**config.mk**
```make
export PLATFORM = sky130hd
export DESIGN_NAME = dmem_responder_flat
export DESIGN_NICKNAME = d
export VERILOG_FILES = /design/src/rtl/dmem_pkg.sv /design/src/rtl/dmem_responder_if.sv /design/src/rtl/dmem_array.sv /design/src/rtl/dmem_responder.sv /design/src/flat_wrapper.sv
export SDC_FILE = /design/constraint.sdc
export NUM_CORES = 2
export LEC_CHECK = 0
export CORE_MARGIN = 5
export CORE_UTILIZATION = 40
export CTS_CLUSTER_SIZE = 40
export DETAILED_ROUTE_END_ITERATION = 12
export DONT_BUFFER_PORTS = 1
export PLACE_DENSITY_LB_ADDON = 0.15
export SYNTH_ARGS = -nofsm -noshare
export SYNTH_HDL_FRONTEND = slang
export SYNTH_SLANG_ARGS = --single-unit
export TNS_END_PERCENT = 1
```
**constraint.sdc**
```tcl
create_clock -name CLK -period 2.7 [get_ports CLK]
set_input_delay 0.675 -clock CLK [delete_from_list [all_inputs] [get_ports CLK]]
set_output_delay 0.675 -clock CLK [all_outputs]
set_load 0.01 [all_outputs]
```
**src/rtl/dmem_pkg.sv**
```systemverilog
// dmem_pkg: shared state encodings and bus widths for the data-memory responder
package dmem_pkg;
    localparam int WORD_W = 32;
    localparam int LANES  = 4;
    typedef enum logic [1:0] {IDLE = 2'd0, WAIT = 2'd1, RESP = 2'd2} state_t;
endpackage

```
**src/rtl/dmem_responder_if.sv**
```systemverilog
// dmem_responder_if: request/response handshake bundle between initiator and responder
interface dmem_responder_if;
    import dmem_pkg::*;
    logic              ReqValid;
    logic              ReqReady;
    logic              ReqWrite;
    logic [WORD_W-1:0] ReqAddr;
    logic [WORD_W-1:0] ReqWData;
    logic [LANES-1:0]  ReqByteEn;
    logic              RespValid;
    logic              RespReady;
    logic [WORD_W-1:0] RespRData;
    logic              RespErr;
    modport master (
        output ReqValid, ReqWrite, ReqAddr, ReqWData, ReqByteEn, RespReady,
        input  ReqReady, RespValid, RespRData, RespErr
    );
    modport slave (
        input  ReqValid, ReqWrite, ReqAddr, ReqWData, ReqByteEn, RespReady,
        output ReqReady, RespValid, RespRData, RespErr
    );
endinterface

```
**src/rtl/dmem_array.sv**
```systemverilog
// dmem_array: word storage with byte-lane write port, combinational read, cleared on reset
module dmem_array
    import dmem_pkg::*;
#(
    parameter int DEPTH = 32,
    parameter int AW    = (DEPTH > 1) ? $clog2(DEPTH) : 1
) (
    input  logic              CLK,
    input  logic              RST,
    input  logic              we,
    input  logic [AW-1:0]     waddr,
    input  logic [WORD_W-1:0] wdata,
    input  logic [LANES-1:0]  be,
    input  logic [AW-1:0]     raddr,
    output logic [WORD_W-1:0] rdata
);
    logic [WORD_W-1:0] mem_q [DEPTH];
    logic [WORD_W-1:0] mem_d [DEPTH];

    // merge enabled byte lanes of the write data into the addressed word
    always_comb begin
        mem_d = mem_q;
        for (int i = 0; i < LANES; i++)
            if (we && be[i]) mem_d[waddr][8*i +: 8] = wdata[8*i +: 8];
    end

    // storage registers, zeroed by reset
    always_ff @(posedge CLK or negedge RST) begin
        if (!RST) mem_q <= '{default: '0};
        else      mem_q <= mem_d;
    end

    assign rdata = (int'(raddr) < DEPTH) ? mem_q[raddr] : '0;
endmodule

```
**src/rtl/dmem_responder.sv**
```systemverilog
// dmem_responder: single-outstanding data-memory slave with fixed wait states and error check
module dmem_responder
    import dmem_pkg::*;
#(
    parameter int WAIT_CYCLES = 2,
    parameter int DEPTH_WORDS = 32
) (
    input  logic             CLK,
    input  logic             RST,
    dmem_responder_if.slave  bus
);
    localparam int AW = (DEPTH_WORDS > 1) ? $clog2(DEPTH_WORDS) : 1;

    state_t            state_q, state_d;
    logic [3:0]        cnt_q, cnt_d;
    logic              write_q, write_d;
    logic [WORD_W-1:0] addr_q, addr_d;
    logic [WORD_W-1:0] wdata_q, wdata_d;
    logic [LANES-1:0]  be_q, be_d;
    logic              req_ready_q, req_ready_d;
    logic              resp_valid_q, resp_valid_d;
    logic [WORD_W-1:0] resp_rdata_q, resp_rdata_d;
    logic              resp_err_q, resp_err_d;
    logic              err;
    logic              access;
    logic [WORD_W-1:0] rdata;

    assign err    = (addr_q[1:0] != 2'b00) || ({2'b00, addr_q[31:2]} >= 32'(DEPTH_WORDS));
    assign access = (state_q == WAIT) && (cnt_q == 4'd0);

    dmem_array #(.DEPTH(DEPTH_WORDS), .AW(AW)) u_array (
        .CLK   (CLK),
        .RST   (RST),
        .we    (access && write_q && !err),
        .waddr (addr_q[AW+1:2]),
        .wdata (wdata_q),
        .be    (be_q),
        .raddr (addr_q[AW+1:2]),
        .rdata (rdata)
    );

    // next-state logic: accept in IDLE, count down in WAIT, hold response until taken
    always_comb begin
        state_d      = state_q;
        cnt_d        = cnt_q;
        write_d      = write_q;
        addr_d       = addr_q;
        wdata_d      = wdata_q;
        be_d         = be_q;
        req_ready_d  = req_ready_q;
        resp_valid_d = resp_valid_q;
        resp_rdata_d = resp_rdata_q;
        resp_err_d   = resp_err_q;
        case (state_q)
            IDLE: if (bus.ReqValid && req_ready_q) begin
                write_d     = bus.ReqWrite;
                addr_d      = bus.ReqAddr;
                wdata_d     = bus.ReqWData;
                be_d        = bus.ReqByteEn;
                cnt_d       = 4'(WAIT_CYCLES);
                req_ready_d = 1'b0;
                state_d     = WAIT;
            end
            WAIT: if (cnt_q == 4'd0) begin
                resp_valid_d = 1'b1;
                resp_err_d   = err;
                resp_rdata_d = (err || write_q) ? '0 : rdata;
                state_d      = RESP;
            end else begin
                cnt_d = cnt_q - 4'd1;
            end
            RESP: if (bus.RespReady) begin
                resp_valid_d = 1'b0;
                resp_err_d   = 1'b0;
                resp_rdata_d = '0;
                req_ready_d  = 1'b1;
                state_d      = IDLE;
            end
            default: begin
                req_ready_d  = 1'b1;
                resp_valid_d = 1'b0;
                state_d      = IDLE;
            end
        endcase
    end

    // state, request latch and registered outputs; reset aborts any transaction
    always_ff @(posedge CLK or negedge RST) begin
        if (!RST) begin
            state_q      <= IDLE;
            cnt_q        <= '0;
            write_q      <= 1'b0;
            addr_q       <= '0;
            wdata_q      <= '0;
            be_q         <= '0;
            req_ready_q  <= 1'b1;
            resp_valid_q <= 1'b0;
            resp_rdata_q <= '0;
            resp_err_q   <= 1'b0;
        end else begin
            state_q      <= state_d;
            cnt_q        <= cnt_d;
            write_q      <= write_d;
            addr_q       <= addr_d;
            wdata_q      <= wdata_d;
            be_q         <= be_d;
            req_ready_q  <= req_ready_d;
            resp_valid_q <= resp_valid_d;
            resp_rdata_q <= resp_rdata_d;
            resp_err_q   <= resp_err_d;
        end
    end

    assign bus.ReqReady  = req_ready_q;
    assign bus.RespValid = resp_valid_q;
    assign bus.RespRData = resp_rdata_q;
    assign bus.RespErr   = resp_err_q;
endmodule

```
**src/flat_wrapper.sv**
```systemverilog
// flat-port wrapper written by rule: the top's interface ports become plain ports
module dmem_responder_flat import dmem_pkg::*;
#(
    parameter int WAIT_CYCLES = 2,
    parameter int DEPTH_WORDS = 32
)
  (CLK, RST, bus_ReqValid, bus_ReqWrite, bus_ReqAddr, bus_ReqWData, bus_ReqByteEn, bus_RespReady, bus_ReqReady, bus_RespValid, bus_RespRData, bus_RespErr);
  dmem_responder_if bus_i ();
  input  logic CLK;
  input  logic RST;
  input wire logic [$bits(bus_i.ReqValid)-1:0] bus_ReqValid;
  input wire logic [$bits(bus_i.ReqWrite)-1:0] bus_ReqWrite;
  input wire logic [$bits(bus_i.ReqAddr)-1:0] bus_ReqAddr;
  input wire logic [$bits(bus_i.ReqWData)-1:0] bus_ReqWData;
  input wire logic [$bits(bus_i.ReqByteEn)-1:0] bus_ReqByteEn;
  input wire logic [$bits(bus_i.RespReady)-1:0] bus_RespReady;
  output wire logic [$bits(bus_i.ReqReady)-1:0] bus_ReqReady;
  output wire logic [$bits(bus_i.RespValid)-1:0] bus_RespValid;
  output wire logic [$bits(bus_i.RespRData)-1:0] bus_RespRData;
  output wire logic [$bits(bus_i.RespErr)-1:0] bus_RespErr;
  assign bus_i.ReqValid = bus_ReqValid;
  assign bus_i.ReqWrite = bus_ReqWrite;
  assign bus_i.ReqAddr = bus_ReqAddr;
  assign bus_i.ReqWData = bus_ReqWData;
  assign bus_i.ReqByteEn = bus_ReqByteEn;
  assign bus_i.RespReady = bus_RespReady;
  assign bus_ReqReady = bus_i.ReqReady;
  assign bus_RespValid = bus_i.RespValid;
  assign bus_RespRData = bus_i.RespRData;
  assign bus_RespErr = bus_i.RespErr;
  dmem_responder #(.WAIT_CYCLES(WAIT_CYCLES), .DEPTH_WORDS(DEPTH_WORDS)) u_core (.CLK(CLK), .RST(RST), .bus(bus_i));
endmodule
```
==> summary.md <==
| Metric | Value |
|---|---|
| Reg2reg setup slack | around 0.036 ns |
| Measured slew at the worst slew-check pin | approximately 1.3 ns |
| Post-synth EDFFs | 0 |
| Cell row count | 130 |
| Commonest non-fill, non-tap cell in the layout | dfrtp_1 |
| Slew HR | a little over an eighth |
| Die area | 133000 µm² |
| Fmax | between 0.3 and 0.4 GHz |
| CORE AREA | 125000 µm² |
| Crit-path max FO | 27 |
| Final net count | ~3700 |
| Max Root-Sink Buffers | 3 |
| TritonCTS Sinks | about 1100 |
| Synth top area cells | dfrtp_1, mux2_2, mux4_2 |
| CP max-delay cell | dfrtp_4 |
| RSZ-0062 raised after global routing | yes |
| Grt total ovfl | 0 |
| Buffers on Ports | 0 |
| Final ANT Viol Nets | 0 |
| Largest net degree at the start of global routing | 99 |
| Syn Nets | about 3500 |
| Initial antenna violation count | 5 |
| Area delta synth->final | 17.6% |
| First-pass GRT wire length | between 200000 and 250000 µm |
| Clock transition at path regs | ~0.060 ns |
| Crit path max-delay family | compound AO/OA/AOI/OAI gates |
| Worst EP arrival | between 3 and 4 ns |
| Detailed placement HPWL | 105000 µm |
| Startpoint types | register |
| Global placement routability congestion | ~0.87 |
| Share of the synthesized area in the top cell type | a little under three fifths |
| Worst skew pair latency | between 0.7 and 0.8 ns |
| Most used DFF post-synth | dfrtp_1 |
| IO Pins | 108 |
| Vias after detailed routing | roughly 30000 |
| Yosys reg bits | about 1100 |
| Async set-reset flop share out of synthesis | 100% |
| Setup violators final | 0 |
| Post-DR vias/cell | roughly 5.7 |
| R2R cell count | 7 |
| Stages on the worst setup path | 7 |
| Post-Syn Instances | roughly 3400 |
| Synth warn | 0 |
| Post-synthesis sequential area ratio | between 50 and 60% |
| All-Layer GR Usage | a little under a quarter |
| Most frequent cells in the layout | dfrtp_1, mux2_2, buf_4 |
| Fill cell count | roughly 11000 |
| Synth unique cells | 45 |
| Dpl ws | -0.263 ns |
| Worst min path class | in -> reg |
| Yosys top cell by area | dfrtp_1 |
| Drt first pass iters | 7 |
| Share of cells above drive strength 1 | about 48% |
| Worst hold path startpoint | bus_RespReady |
| Power Dens Cells | about 830 nW/µm² |
| Vias in the first global route | roughly 33000 |
| Initial Util | ~40% |
| Die H | approximately 360 µm |
| Crit-path cells | buf_16, buf_4, mux2_2, o22ai_1, a221oi_1, nand4_1, o31ai_1 |
| Final Hold Viols | 0 |
| Avg Inst Size Synth | about 15 µm² |
| Avg WL per Cell | about 28 µm |
| Fin crit period | 2.66 ns |
| WL final | between 150000 and 200000 µm |
| First-iteration detailed-routing DRC count | 2158 |
| Cells after DPL | 5134 |
| Maximum VDD drop | 0.000625 V |
| Outcome | complete, no violations |
| Design Power | ~0.049 W |
| CTS tree | yes |
| CTS H-tree lvls | 4 |
| Layout Cells excl Fill | 5370 |
| DIE WIDTH | 365 µm |
| Worst-case clock skew | ~0.034 ns |
| Clk Tree Root Cell | clkbuf_16 |
| Required time of the critical path | between 3 and 4 ns |
| Setup WS post-layout | between 0.03 and 0.04 ns |
| Residual DRC | 0 |
| Max_cap viols | 0 |
| Pleak | about 29 nW |
| Mapped Area | between 50000 and 60000 µm² |
| Crit. End Element | register |
| Crit path buf inv count | 2 |
| Crit path kind | reg -> reg |
| Max Transition Viols Final | 0 |
| Worst r2r src | u_core.addr_q[2] |
| TritonCTS Buffers | 130 |
| Worst stage delay on the critical path | approximately 0.74 ns |
| Hold path cells | 2 |
| Tcrit/Tclk final | ~99% |
| Hold worst-path end | u_core.bus.ReqReady |
| Setup TNS | 0 ns |
| Worst R2R End | u_core.bus.RespRData[1] |
-- worst reg2reg max path, stage by stage (launching register included) --
cell	delay, ns
dfrtp_4	0.74
buf_16	0.29
buf_4	0.26
mux2_2	0.16
o22ai_1	0.07
a221oi_1	0.49
nand4_1	0.29
o31ai_1	0.25
-- sequential cells by signal, indices dropped and copies added (netlist names) --
name	count
u_core.bus.RespRData	32
u_core.state_q	2
u_core.bus.RespErr	1
u_core.u_array.mem_q	1024
u_core.write_q	1
u_core.bus.RespValid	1
u_core.be_q	4
u_core.bus.ReqReady	1
u_core.wdata_q	32
u_core.cnt_q	4
u_core.addr_q	32
-- layer usage --
| metal | track usage [%] | share of wire, % |
|---|---|---|
| met5 | 0.436 | 0.068 |
| met4 | 6.58 | 2.5 |
| met3 | 4.65 | 5.0 |
| met2 | 38.2 | 49 |
| met1 | 31.0 | 44 |
-- layout make-up --
| cell class | instances | area [µm²] | share of cell area (%) |
|---|---|---|---|
| sequential | 1134 | 28400 | 48.0 |
| inverter | 4 | 15.0 | 0.0254 |
| clock buffer | 193 | 3940 | 6.65 |
| timing repair buffer | 314 | 3250 | 5.49 |
| clock inverter | 40 | 375 | 0.634 |
| multi-input combinational | 2034 | 21200 | 35.7 |
| tap | 1650 | 2060 | 3.49 |
| antenna | 1 | 2.50 | 0.00423 |
-- through the flow --
step | util, % | hold slack (ns) | instance area (µm²)
after floorplan | - | 0.379 | 50300
after global placement | 43.8 | 0.469 | 54800
after detailed placement | 43.8 | 0.480 | 54800
after CTS | 47.2 | 0.00210 | 59100
after global routing | 47.3 | 0.0136 | 59200
final | 47.3 | 0.0612 | 59200
-- logic make-up after synthesis --
group / after synthesis / share of synthesized area (%)
buffers and inverters: 236 / 1.92
DFF: 1134 / 56.4
AOI/OAI and AO/OA: 242 / 3.44
muxes: 1478 / 35.3
and+or+nand+nor: 310 / 2.91
xor gates and xnor gates: 2 / 0.0348
adders and majority gates: 2 / 0.0497
-- worst max path at each step --
| stage | startpoint | end | slack, ns |
|---|---|---|---|
| floorplan | u_core.cnt_q[0] | u_core.u_array.mem_q[688] | 0.42 |
| global placement | u_core.addr_q[8] | u_core.u_array.mem_q[208] | -0.27 |
| detailed placement | u_core.state_q[1] | u_core.u_array.mem_q[498] | -0.26 |
| CTS | u_core.addr_q[23] | u_core.u_array.mem_q[712] | -0.01 |
| global route | u_core.addr_q[2] | u_core.bus.RespRData[10] | -0.04 |
| finish | u_core.addr_q[2] | u_core.bus.RespRData[1] | 0.04 |
-- cells in the mapped netlist (3+ instances only) --
library cell  number
mux4_2           122
clkbuf_1         160
a22oi_1           52
nor3b_1            4
a22o_1            14
o22ai_1           85
o21ai_0            6
nand4b_1           4
dfrtp_1         1133
or4b_2             3
mux2_2          1116
a221oi_1          33
nor3_1             7
mux2i_1          215
inv_1              4
nand2_1          173
buf_1              9
nor4_1            10
a21oi_1           10
nand4_1           32
o31ai_1           31
nand3_1            4
a211oi_1           6
nand3b_1           5
mux2_1            25
nand4bb_1          3
buf_2             63
nor2b_1            7
nor2_1            43
nand2b_1           4
-- timing repair --
item	CTS	global route
setup buffers	1	0
hold buffers	1	0
hold endpoints to repair	36	0
setup endpoints to repair	549	339
gates resized for setup	3	12
pin swaps	1	0
-- power breakdown --
part	leakage, nW	switching, W	internal (W)
clock	2.13	0.00716	0.0104
sequential	15.7	0.00250	0.0178
combinational	11.0	0.00690	0.00422
total	28.8	0.0166	0.0324
(Power assumes the default switching activity.)
